**src/rtl/s1d_seq_pkg.sv**
```systemverilog
// s1d_seq_pkg -- shared definitions for the S1D command sequencer.
// Holds opcode constants, register-file base addresses, parameter counts,
// the sequencer state enum and the cursor direction enum.
package s1d_seq_pkg;

    // Command opcodes
    localparam logic [7:0] OP_SYSSET   = 8'h40;
    localparam logic [7:0] OP_SCROLL   = 8'h44;
    localparam logic [7:0] OP_CSRFORM  = 8'h5D;
    localparam logic [7:0] OP_CGRAMADR = 8'h5C;
    localparam logic [7:0] OP_HDOTSCR  = 8'h5A;
    localparam logic [7:0] OP_OVLAY    = 8'h5B;
    localparam logic [7:0] OP_DISPOFF  = 8'h58;
    localparam logic [7:0] OP_DISPON   = 8'h59;
    localparam logic [7:0] OP_CSRW     = 8'h46;
    localparam logic [7:0] OP_MWRITE   = 8'h42;
    localparam logic [7:0] OP_CSRDIR_R = 8'h4C;
    localparam logic [7:0] OP_CSRDIR_L = 8'h4D;
    localparam logic [7:0] OP_CSRDIR_U = 8'h4E;
    localparam logic [7:0] OP_CSRDIR_D = 8'h4F;

    // Register-file base addresses
    localparam logic [4:0] BASE_SYSSET   = 5'h00;
    localparam logic [4:0] BASE_SCROLL   = 5'h08;
    localparam logic [4:0] BASE_CSRFORM  = 5'h12;
    localparam logic [4:0] BASE_CGRAMADR = 5'h14;
    localparam logic [4:0] BASE_HDOTSCR  = 5'h16;
    localparam logic [4:0] BASE_OVLAY    = 5'h17;
    localparam logic [4:0] BASE_DISP     = 5'h18;

    // Parameter counts
    localparam logic [3:0] CNT_SYSSET   = 4'd8;
    localparam logic [3:0] CNT_SCROLL   = 4'd10;
    localparam logic [3:0] CNT_CSRFORM  = 4'd2;
    localparam logic [3:0] CNT_CGRAMADR = 4'd2;
    localparam logic [3:0] CNT_ONE      = 4'd1;
    localparam logic [3:0] CNT_CSRW     = 4'd2;

    // SYSTEM SET parameter indices that carry the address pitch (AP)
    localparam logic [3:0] IDX_AP_LO = 4'd6;
    localparam logic [3:0] IDX_AP_HI = 4'd7;

    typedef enum logic [1:0] {
        IDLE,
        PARAM,
        MWRITE
    } seq_state_e;

    typedef enum logic [1:0] {
        DIR_RIGHT,
        DIR_LEFT,
        DIR_UP,
        DIR_DOWN
    } csr_dir_e;

endpackage

```
**src/rtl/s1d_seq_csr.sv**
```systemverilog
// s1d_seq_csr -- cursor address register, AP shadow and direction logic.
// Ports:
//   clk, rst              clock, synchronous active-high reset
//   wdat[7:0]             byte used by all load strobes
//   csr_lo_we/csr_hi_we   load low/high byte of the cursor
//   ap_lo_we/ap_hi_we     load low/high byte of the AP shadow
//   adv                   advance cursor by one step in the current direction
//   dir_we/dir_val        set the cursor direction
//   csr[15:0]             current cursor address
module s1d_seq_csr
    import s1d_seq_pkg::*;
(
    input  logic        clk,
    input  logic        rst,
    input  logic [7:0]  wdat,
    input  logic        csr_lo_we,
    input  logic        csr_hi_we,
    input  logic        ap_lo_we,
    input  logic        ap_hi_we,
    input  logic        adv,
    input  logic        dir_we,
    input  csr_dir_e    dir_val,
    output logic [15:0] csr
);

    logic [15:0] csr_q, csr_d;
    logic [15:0] ap_q, ap_d;
    csr_dir_e    dir_q, dir_d;

    always_comb begin
        csr_d = csr_q;
        ap_d  = ap_q;
        dir_d = dir_q;
        if (csr_lo_we) csr_d[7:0]  = wdat;
        if (csr_hi_we) csr_d[15:8] = wdat;
        // All arithmetic wraps modulo 2^16 by construction of the 16-bit width.
        if (adv) begin
            case (dir_q)
                DIR_RIGHT: csr_d = csr_q + 16'd1;
                DIR_LEFT:  csr_d = csr_q - 16'd1;
                DIR_UP:    csr_d = csr_q - ap_q;
                DIR_DOWN:  csr_d = csr_q + ap_q;
                default:   csr_d = csr_q;
            endcase
        end
        if (ap_lo_we) ap_d[7:0]  = wdat;
        if (ap_hi_we) ap_d[15:8] = wdat;
        if (dir_we)   dir_d      = dir_val;
    end

    always_ff @(posedge clk) begin
        if (rst) begin
            csr_q <= '0;
            ap_q  <= '0;
            dir_q <= DIR_RIGHT;
        end else begin
            csr_q <= csr_d;
            ap_q  <= ap_d;
            dir_q <= dir_d;
        end
    end

    assign csr = csr_q;

endmodule

```
**src/rtl/s1d_cmd_seq.sv**
```systemverilog
// s1d_cmd_seq -- host command sequencer for an S1D-style display controller.
// Decodes command/parameter bytes from the host, writes parameters to the
// register file, loads the cursor and streams MWRITE data to VRAM through a
// two-entry (output stage + skid buffer) queue.
// Optional feature: define SEQ_CSRDIR_EN to enable the cursor direction
// commands 0x4C..0x4F; otherwise direction stays right.
// Ports:
//   clk, rst                     clock, synchronous active-high reset
//   wr_stb, a0, din[7:0]         host write strobe, command flag, byte
//   reg_we, reg_addr, reg_wdat   register-file write port (one-cycle pulse)
//   vram_we, vram_rdy            VRAM request held until vram_rdy
//   vram_addr, vram_wdat         VRAM address/data, stable while vram_we
//   csr                          cursor address
//   disp_on                      display enable
//   ovf                          sticky VRAM overflow flag
module s1d_cmd_seq
    import s1d_seq_pkg::*;
(
    input  logic        clk,
    input  logic        rst,
    input  logic        wr_stb,
    input  logic        a0,
    input  logic [7:0]  din,
    output logic        reg_we,
    output logic [4:0]  reg_addr,
    output logic [7:0]  reg_wdat,
    output logic        vram_we,
    input  logic        vram_rdy,
    output logic [15:0] vram_addr,
    output logic [7:0]  vram_wdat,
    output logic [15:0] csr,
    output logic        disp_on,
    output logic        ovf
);

    seq_state_e  state_q, state_d;
    logic [3:0]  idx_q, idx_d;
    logic [3:0]  cnt_q, cnt_d;
    logic [4:0]  base_q, base_d;
    logic        pcsr_q, pcsr_d;      // current parameter run targets csr (CSRW)
    logic        reg_we_q, reg_we_d;
    logic [4:0]  reg_addr_q, reg_addr_d;
    logic [7:0]  reg_wdat_q, reg_wdat_d;
    logic        disp_on_q, disp_on_d;
    logic        ovf_q, ovf_d;
    logic        out_vld_q, out_vld_d;
    logic [15:0] out_addr_q, out_addr_d;
    logic [7:0]  out_dat_q, out_dat_d;
    logic        buf_vld_q, buf_vld_d;
    logic [15:0] buf_addr_q, buf_addr_d;
    logic [7:0]  buf_dat_q, buf_dat_d;

    logic        csr_lo_we, csr_hi_we, ap_lo_we, ap_hi_we, push, dir_we;
    logic        accept, drop;
    csr_dir_e    dir_val;

    s1d_seq_csr u_csr (
        .clk       (clk),
        .rst       (rst),
        .wdat      (din),
        .csr_lo_we (csr_lo_we),
        .csr_hi_we (csr_hi_we),
        .ap_lo_we  (ap_lo_we),
        .ap_hi_we  (ap_hi_we),
        .adv       (push),
        .dir_we    (dir_we),
        .dir_val   (dir_val),
        .csr       (csr)
    );

    // A byte is only dropped when both slots are full and nothing leaves
    // this cycle; acceptance frees a slot for a same-cycle write.
    assign accept = out_vld_q & vram_rdy;
    assign drop   = out_vld_q & buf_vld_q & ~accept;

    always_comb begin
        state_d    = state_q;
        idx_d      = idx_q;
        cnt_d      = cnt_q;
        base_d     = base_q;
        pcsr_d     = pcsr_q;
        reg_we_d   = 1'b0;
        reg_addr_d = reg_addr_q;
        reg_wdat_d = reg_wdat_q;
        disp_on_d  = disp_on_q;
        ovf_d      = ovf_q;
        csr_lo_we  = 1'b0;
        csr_hi_we  = 1'b0;
        ap_lo_we   = 1'b0;
        ap_hi_we   = 1'b0;
        push       = 1'b0;
        dir_we     = 1'b0;
        dir_val    = DIR_RIGHT;

        if (wr_stb && a0) begin
            idx_d   = '0;
            pcsr_d  = 1'b0;
            state_d = IDLE;
            case (din)
                OP_SYSSET:   begin state_d = PARAM; base_d = BASE_SYSSET;   cnt_d = CNT_SYSSET;   end
                OP_SCROLL:   begin state_d = PARAM; base_d = BASE_SCROLL;   cnt_d = CNT_SCROLL;   end
                OP_CSRFORM:  begin state_d = PARAM; base_d = BASE_CSRFORM;  cnt_d = CNT_CSRFORM;  end
                OP_CGRAMADR: begin state_d = PARAM; base_d = BASE_CGRAMADR; cnt_d = CNT_CGRAMADR; end
                OP_HDOTSCR:  begin state_d = PARAM; base_d = BASE_HDOTSCR;  cnt_d = CNT_ONE;      end
                OP_OVLAY:    begin state_d = PARAM; base_d = BASE_OVLAY;    cnt_d = CNT_ONE;      end
                OP_DISPOFF:  begin state_d = PARAM; base_d = BASE_DISP; cnt_d = CNT_ONE; disp_on_d = 1'b0; end
                OP_DISPON:   begin state_d = PARAM; base_d = BASE_DISP; cnt_d = CNT_ONE; disp_on_d = 1'b1; end
                OP_CSRW:     begin state_d = PARAM; pcsr_d = 1'b1;      cnt_d = CNT_CSRW; end
                OP_MWRITE:   state_d = MWRITE;
`ifdef SEQ_CSRDIR_EN
                OP_CSRDIR_R: begin dir_we = 1'b1; dir_val = DIR_RIGHT; end
                OP_CSRDIR_L: begin dir_we = 1'b1; dir_val = DIR_LEFT;  end
                OP_CSRDIR_U: begin dir_we = 1'b1; dir_val = DIR_UP;    end
                OP_CSRDIR_D: begin dir_we = 1'b1; dir_val = DIR_DOWN;  end
`endif
                default: ;
            endcase
        end else if (wr_stb && state_q == PARAM) begin
            if (pcsr_q) begin
                csr_lo_we = (idx_q == 4'd0);
                csr_hi_we = (idx_q != 4'd0);
            end else begin
                reg_we_d   = 1'b1;
                reg_addr_d = base_q + {1'b0, idx_q};
                reg_wdat_d = din;
                ap_lo_we   = (base_q == BASE_SYSSET) && (idx_q == IDX_AP_LO);
                ap_hi_we   = (base_q == BASE_SYSSET) && (idx_q == IDX_AP_HI);
            end
            idx_d = idx_q + 4'd1;
            if (idx_q == cnt_q - 4'd1) state_d = IDLE;
        end else if (wr_stb && state_q == MWRITE) begin
            if (drop) ovf_d = 1'b1;
            else      push  = 1'b1;
        end

        // VRAM output stage + skid buffer
        out_vld_d  = out_vld_q;
        out_addr_d = out_addr_q;
        out_dat_d  = out_dat_q;
        buf_vld_d  = buf_vld_q;
        buf_addr_d = buf_addr_q;
        buf_dat_d  = buf_dat_q;
        if (accept) begin
            if (buf_vld_q) begin
                out_addr_d = buf_addr_q;
                out_dat_d  = buf_dat_q;
                buf_vld_d  = push;
                if (push) begin
                    buf_addr_d = csr;
                    buf_dat_d  = din;
                end
            end else begin
                out_vld_d = push;
                if (push) begin
                    out_addr_d = csr;
                    out_dat_d  = din;
                end
            end
        end else if (push) begin
            if (!out_vld_q) begin
                out_vld_d  = 1'b1;
                out_addr_d = csr;
                out_dat_d  = din;
            end else begin
                buf_vld_d  = 1'b1;
                buf_addr_d = csr;
                buf_dat_d  = din;
            end
        end
    end

    always_ff @(posedge clk) begin
        if (rst) begin
            state_q    <= IDLE;
            idx_q      <= '0;
            cnt_q      <= '0;
            base_q     <= '0;
            pcsr_q     <= 1'b0;
            reg_we_q   <= 1'b0;
            reg_addr_q <= '0;
            reg_wdat_q <= '0;
            disp_on_q  <= 1'b0;
            ovf_q      <= 1'b0;
            out_vld_q  <= 1'b0;
            out_addr_q <= '0;
            out_dat_q  <= '0;
            buf_vld_q  <= 1'b0;
            buf_addr_q <= '0;
            buf_dat_q  <= '0;
        end else begin
            state_q    <= state_d;
            idx_q      <= idx_d;
            cnt_q      <= cnt_d;
            base_q     <= base_d;
            pcsr_q     <= pcsr_d;
            reg_we_q   <= reg_we_d;
            reg_addr_q <= reg_addr_d;
            reg_wdat_q <= reg_wdat_d;
            disp_on_q  <= disp_on_d;
            ovf_q      <= ovf_d;
            out_vld_q  <= out_vld_d;
            out_addr_q <= out_addr_d;
            out_dat_q  <= out_dat_d;
            buf_vld_q  <= buf_vld_d;
            buf_addr_q <= buf_addr_d;
            buf_dat_q  <= buf_dat_d;
        end
    end

    assign reg_we    = reg_we_q;
    assign reg_addr  = reg_addr_q;
    assign reg_wdat  = reg_wdat_q;
    assign vram_we   = out_vld_q;
    assign vram_addr = out_addr_q;
    assign vram_wdat = out_dat_q;
    assign disp_on   = disp_on_q;
    assign ovf       = ovf_q;

endmodule
```
**config.mk**
```make
export PLATFORM = sky130hd
export DESIGN_NAME = s1d_cmd_seq
export DESIGN_NICKNAME = d
export VERILOG_FILES = /design/src/rtl/s1d_seq_pkg.sv /design/src/rtl/s1d_seq_csr.sv /design/src/rtl/s1d_cmd_seq.sv
export SDC_FILE = /design/constraint.sdc
export NUM_CORES = 1
export LEC_CHECK = 0
export CORE_UTILIZATION = 49
export DETAILED_ROUTE_END_ITERATION = 6
export PLACE_DENSITY = 0.78
export SKIP_LAST_GASP = 1
export SYNTH_ARGS = -nofsm -noshare
export SYNTH_HDL_FRONTEND = slang
export SYNTH_SLANG_ARGS = --single-unit
export TNS_END_PERCENT = 50
```
**constraint.sdc**
```tcl
create_clock -name clk -period 2.1 [get_ports clk]
set_clock_uncertainty 0.2 [all_clocks]
set_input_delay 0.42 -clock clk [delete_from_list [all_inputs] [get_ports clk]]
set_output_delay 0.42 -clock clk [all_outputs]
set_load 0.03 [all_outputs]
```
Word level (Yosys, flattened, before mapping)
Index checks and enable logic that the tools add are counted.
{"block": "word_totals", "elab_cells": 123, "reg_bits": 98, "in_bits": 13, "out_inout_bits": 57}
{"block": "op_classes", "addsub": 4, "muxes": 47, "reduce_logical": 31, "n_eq_ne": 16, "bitwise_logic": 7}
{"op": "2-to-1 mux 16 bit", "count": 10}
{"op": "2-to-1 mux 8 bit", "count": 11}
{"op": "== test 8 x 7 -> 1 bit, second input constant", "count": 10}
{"op": "one-hot mux 5 bit (7 select lines)", "count": 1}
{"op": "2-to-1 mux 1 bit", "count": 19}
{"op": "adder 16 x 1 -> 16 bit, second input constant", "count": 1}
{"op": "one-hot mux 4 bit (4 select lines)", "count": 1}
{"op": "nonzero test 2 bit", "count": 8}
{"op": "AND reduction 2 bit", "count": 6}
{"op": "AND reduction 3 bit", "count": 3}
{"op": "OR reduction 9 bit", "count": 1}
{"op": "nonzero test 4 bit", "count": 2}
{"op": "nonzero test 7 bit", "count": 1}
{"op": "2-to-1 mux 2 bit", "count": 3}
{"op": "OR reduction 3 bit", "count": 2}
{"op": "adder 5 x 4 -> 5 bit", "count": 1}
{"op": "adder 4 x 1 -> 4 bit, second input constant", "count": 1}
{"op": "== test 4 bit", "count": 1}
{"op": "zero test 4 bit", "count": 1}
{"op": "inequality test 2 bit, second input constant", "count": 2}
{"op": "inverter 1 bit", "count": 4}
{"op": "one-hot mux 2 bit (2 select lines)", "count": 1}
{"op": "AND reduction 4 bit", "count": 1}
{"op": "OR reduction 2 bit", "count": 2}
{"op": "other kinds (8)", "count": 12}

Longest topological paths before layout
{"block": "depth", "word_depth": 10, "mapped_depth": 7, "depth_no_buf": 7}

By module
From an unflattened synthesis, not the netlist that was laid out.
{"block": "hier_totals", "cells_unflattened": 720, "area_unflattened_um2": 6185.9}
{"module": "s1d_cmd_seq", "n_inst": 1, "area_per_inst_um2": 3637.2, "cells_per_inst": 402, "seq_area_each_um2": 1621.6}
{"module": "s1d_seq_csr", "n_inst": 1, "area_per_inst_um2": 2548.7, "cells_per_inst": 318, "seq_area_each_um2": 680.7}

Least setup slack after synthesis
Ideal clock, no wire load.
{"block": "synth_path", "path_kind": "input to register", "startpoint": "input port din[0]", "endpoint": "register base_q[3]", "cell_stages": 4, "t_required_ps": 1830, "setup_ps": 70, "setup_slack_ps": -114, "n_path_buf": 0, "arrival_time_ps": 1943, "path_cell_list": "or4_4 a311oi_4 or4b_1 a21oi_1"}
{"block": "synth_between", "elab_chain_len": 4, "elab_cells_between_ends": 12, "cone_classes": "eq/ne (8); mux (1); reduce/logical (3)"}
{"item": "start, declared", "line_no": "s1d_cmd_seq.sv:23", "source": "input logic [7:0] din,"}
{"item": "== test 8 x 7 -> 1 bit", "line_no": "s1d_cmd_seq.sv:99", "source": "case (din)"}
{"item": "OR reduction 2 bit (no source line)"}
{"item": "nonzero test 7 bit (no source line)"}
{"item": "AND reduction 2 bit (no source line)"}
{"item": "end signal, assigned", "line_no": "s1d_cmd_seq.sv:194", "source": "base_q <= base_d;"}
{"item": "end, declared", "line_no": "s1d_cmd_seq.sv:39", "source": "logic [4:0] base_q, base_d;"}
Several ways; a longest one is shown, not always the timed one.
A chain may end at the register's enable or synchronous reset.

Worst setup path in the final report
{"block": "layout_path", "startpoint": "input port a0", "endpoint": "register u_csr.csr_q[14], in the netlist u_csr.csr[14]"}
{"block": "layout_between", "elab_chain_len": 3, "elab_cells_between_ends": 5, "cone_classes": "mux (3); reduce/logical (2)"}
{"item": "start, declared", "line_no": "s1d_cmd_seq.sv:22", "source": "input logic a0,"}
{"item": "logical AND 1 bit (*)", "line_no": "s1d_cmd_seq.sv:95", "source": "if (wr_stb && a0) begin"}
{"item": "2-to-1 mux 1 bit", "line_no": "s1d_cmd_seq.sv:95"}
{"item": "2-to-1 mux 16 bit or nonzero test 2 bit (tied branches)"}
{"item": "end signal, assigned", "line_no": "s1d_seq_csr.sv:57", "source": "csr_q <= csr_d;"}
{"item": "end, declared", "line_no": "s1d_seq_csr.sv:26", "source": "logic [15:0] csr_q, csr_d;"}
Every way passes the cells marked *; elsewhere a longest branch is shown, timed or not.

==> flow_summary.ini <==
[route]
drt.antenna.violating_nets = 0
drc = 4
via_count = 4221
drt-total-wl_um = 11500
wl_per_cell_um = 15.7
viasPerCell = 5.77
dr.first_iter.drc_count = 235
drt_pre_antenna_iters = 7

[setup_path]
end_kind = flip-flop
cp_top_family = simple AND/OR/NAND/NOR gates
path_cells = clkdlybuf4s50_1, and4bb_2, nand2_1, buf_4, or3_1, a31oi_1
arrival_ns = 2.22
crit_type = primary input to flip-flop
crit_fanout = 8
rr_worst_depth = 6
startpoint_type = primary input
timing.rr.start = idx_q[0]
max_stage_delay_ns = 0.53
critPathSlowestCell = clkdlybuf4s50_1
r2r_setup_slack_ns = 0.11
cp_num_buf_inv = 2
crit_required_ns = 2.18
timing.rr.end = u_csr.csr[5]

[power_and_ir_drop]
total_power_mw = 3.26
powerDensity_mw_per_mm2 = 548
ir_worst_vdd_mv = 0.306
leakagePower_nw = 2.59

[placed_design]
gp_congestion = 0.918
dp_hpwl_um = 8180
port_buffers = 69
post_dp_cell_area_mm2 = 0.00570
dp.cells = 716

[clocking]
cts_buffer_depth = 2
clk_latency_ns = 0.37
cts.sinks = 97
cts_tree = done
root_buffer = clkbuf_8
ctsHoldBuffers = 0
htree_num_levels = 3
cts_inserted_buffers = 9
path_clk_slew_ns = 0.09
post_cts_buffers = 0

[global_routing]
grt_pass1_wl_um = 19200
first_global_vias = 4034
antenna_found_initial = 0
grt-ovfl-total = 0
grt_max_degree = 64
grt-busiest-layer = met2
grt_use_met2_pct = 43.4
grtUsageMet1_pct = 30.4
track_usage_pct = 24.7
met3_usage_pct = 3.87

[timing]
min_period_over_period_pct = 102
rsz0062_at_grt = true
worst_pin_slew_ns = 0.329
worst_slack_ns = -0.0362
period_minus_slack_ns = 2.14
fin_setup_tns_ns = -0.0393
hold_viol = 0
relSlewSlack_pct = 77.9
slew_viol_final = 0
fmax_mhz = 468
setup_viol = 2

[synth]
synth_cell_types = 54
synth_edf_count = 0
ys_seq_area_share_pct = 42.8
synthFlopType = dfxtp_1
synthCells = 519
synth_area_mm2 = 0.00454
synth.yosys.warnings = 0
synth.ff_latch_count = 97
synthesis.nets = 541
synth-async-reset-ratio_pct = 0
avgSynthCellArea_um2 = 8.74

[cells_and_area]
final_area_mm2 = 0.00595
fillCellCount = 734
fin_cells = 732
drive_above_1_share_pct = 14.4
area_delta_synth_final_pct = 31.2
antenna_cells = 0
final_nets = 641

[floorplanning]
dieArea_mm2 = 0.00965
initial_core_util_pct = 51.3
core-area_mm2 = 0.00885
num_rows = 34
die_h_um = 98.2
die_width_um = 98.2
io_pins = 70

[run_status]
violations = DRC, setup timing
outcome = finished, violations left

[worst_hold_path]
hold_start = rst
min_path_type = primary input to flip-flop
worstHoldEndpoint = reg_we
hold_depth = 2

[job]
max-cap-violations = 0
-- cells by family (layout without fill, tap and decap cells) --
| kind of cell | Yosys count | after routing | synth area share [%] |
|---|---|---|---|
| flip-flops | 97 | 97 | 42.8 |
| AND/OR/NAND/NOR | 201 | 201 | 21.7 |
| multiplexers | 53 | 53 | 11.7 |
| buffers and inverters | 55 | 160 | 4.63 |
| XOR/XNOR | 8 | 8 | 1.54 |
| AO/OA/AOI/OAI | 96 | 96 | 15.0 |
| adder cells (fa/ha/maj) | 9 | 9 | 2.65 |
-- Yosys cell counts (8+ instances only) --
cell type | instances | area (um^2)
a211oi_1 | 28 | 210
a21oi_1 | 24 | 120
a31oi_1 | 10 | 62.6
clkbuf_1 | 34 | 128
dfxtp_1 | 97 | 1940
ha_1 | 8 | 100
inv_1 | 14 | 52.6
mux2i_1 | 52 | 521
nand2_1 | 51 | 191
nand3_1 | 23 | 115
nand4_1 | 8 | 50.1
nor2_1 | 63 | 236
nor3_1 | 9 | 45.0
or3_1 | 10 | 62.6
-- layer usage --
layer / wire length (um) / vias to the layer above
met4: 221 / 0
li1: - / 2056
met5: 0 / -
met2: 5710 / 126
met3: 578 / 23
met1: 4970 / 2016
-- registers in the layout (all words and copies together), names as in the netlist --
register / flops
buf_addr_q: 16
pcsr_q: 1
base_q: 5
vram_wdat: 8
buf_dat_q: 8
u_csr.csr: 16
idx_q: 4
cnt_q: 3
state_q: 2
vram_addr: 16
reg_wdat: 8
disp_on: 1
reg_we: 1
vram_we: 1
buf_vld_q: 1
ovf: 1
reg_addr: 5
-- final cells by class --
class,count,area (um^2),share of cell area (%)
Sequential cell,97,1940,32.6
Tap cell,108,135,2.27
Clock buffer,11,141,2.37
Inverter,14,52.6,0.883
Multi-Input combinational cell,367,2430,40.8
Timing Repair Buffer,130,1190,19.9
Clock inverter,5,62.6,1.05
-- where the power goes --
group / total [mW] / switching [mW] / internal, mW
Combinational: 0.165 / 0.0994 / 0.0655
Clock: 1.26 / 0.665 / 0.590
Sequential: 1.84 / 0.000656 / 1.84
-- repair_timing --
action                     in CTS  in global routing
gates resized for setup        12                 17
setup endpoints to repair      15                 38
pin swaps                       4                  4
-- cells in the final DEF, fill, tap and decap left out, types with 4 or more instances in the layout --
cell	n
a31oi_1	10
or3_1	9
clkdlybuf4s50_1	50
nor3_1	9
dlygate4sd2_1	9
dlymetal6s2s_1	7
nor2_1	63
a2bb2oi_1	4
xor2_1	5
nand3b_1	5
inv_1	14
clkbuf_8	10
nand2_1	51
a211oi_1	28
nand4_1	8
ha_1	8
and3_1	4
dfxtp_1	96
buf_4	58
nand3_1	23
mux2i_1	52
a21oi_1	23
-- worst max-delay path by stage --
stage | from | endpoint | slack, ns | depth (start not counted)
floorplan | din[0] | base_q[3] | -0.06 | 4
global placement | din[1] | base_q[3] | -0.46 | 5
detailed placement | din[0] | base_q[3] | -0.48 | 5
CTS | u_csr.csr[0] | csr[0] | -0.07 | 1
global route | a0 | u_csr.csr[8] | -0.06 | 5
finish | a0 | u_csr.csr[14] | -0.04 | 6
-- stage by stage --
step	setup slack (ns)	utilization, %	hold slack, ns
finish	-0.0362	67.3	0.198
global route	-0.0646	67.3	0.206
CTS	-0.0679	66.6	0.195
detailed placement	-0.481	64.4	0.251
global placement	-0.462	64.4	0.246
floorplan	-0.0625	-	0.244
(Power assumes the default switching activity.)
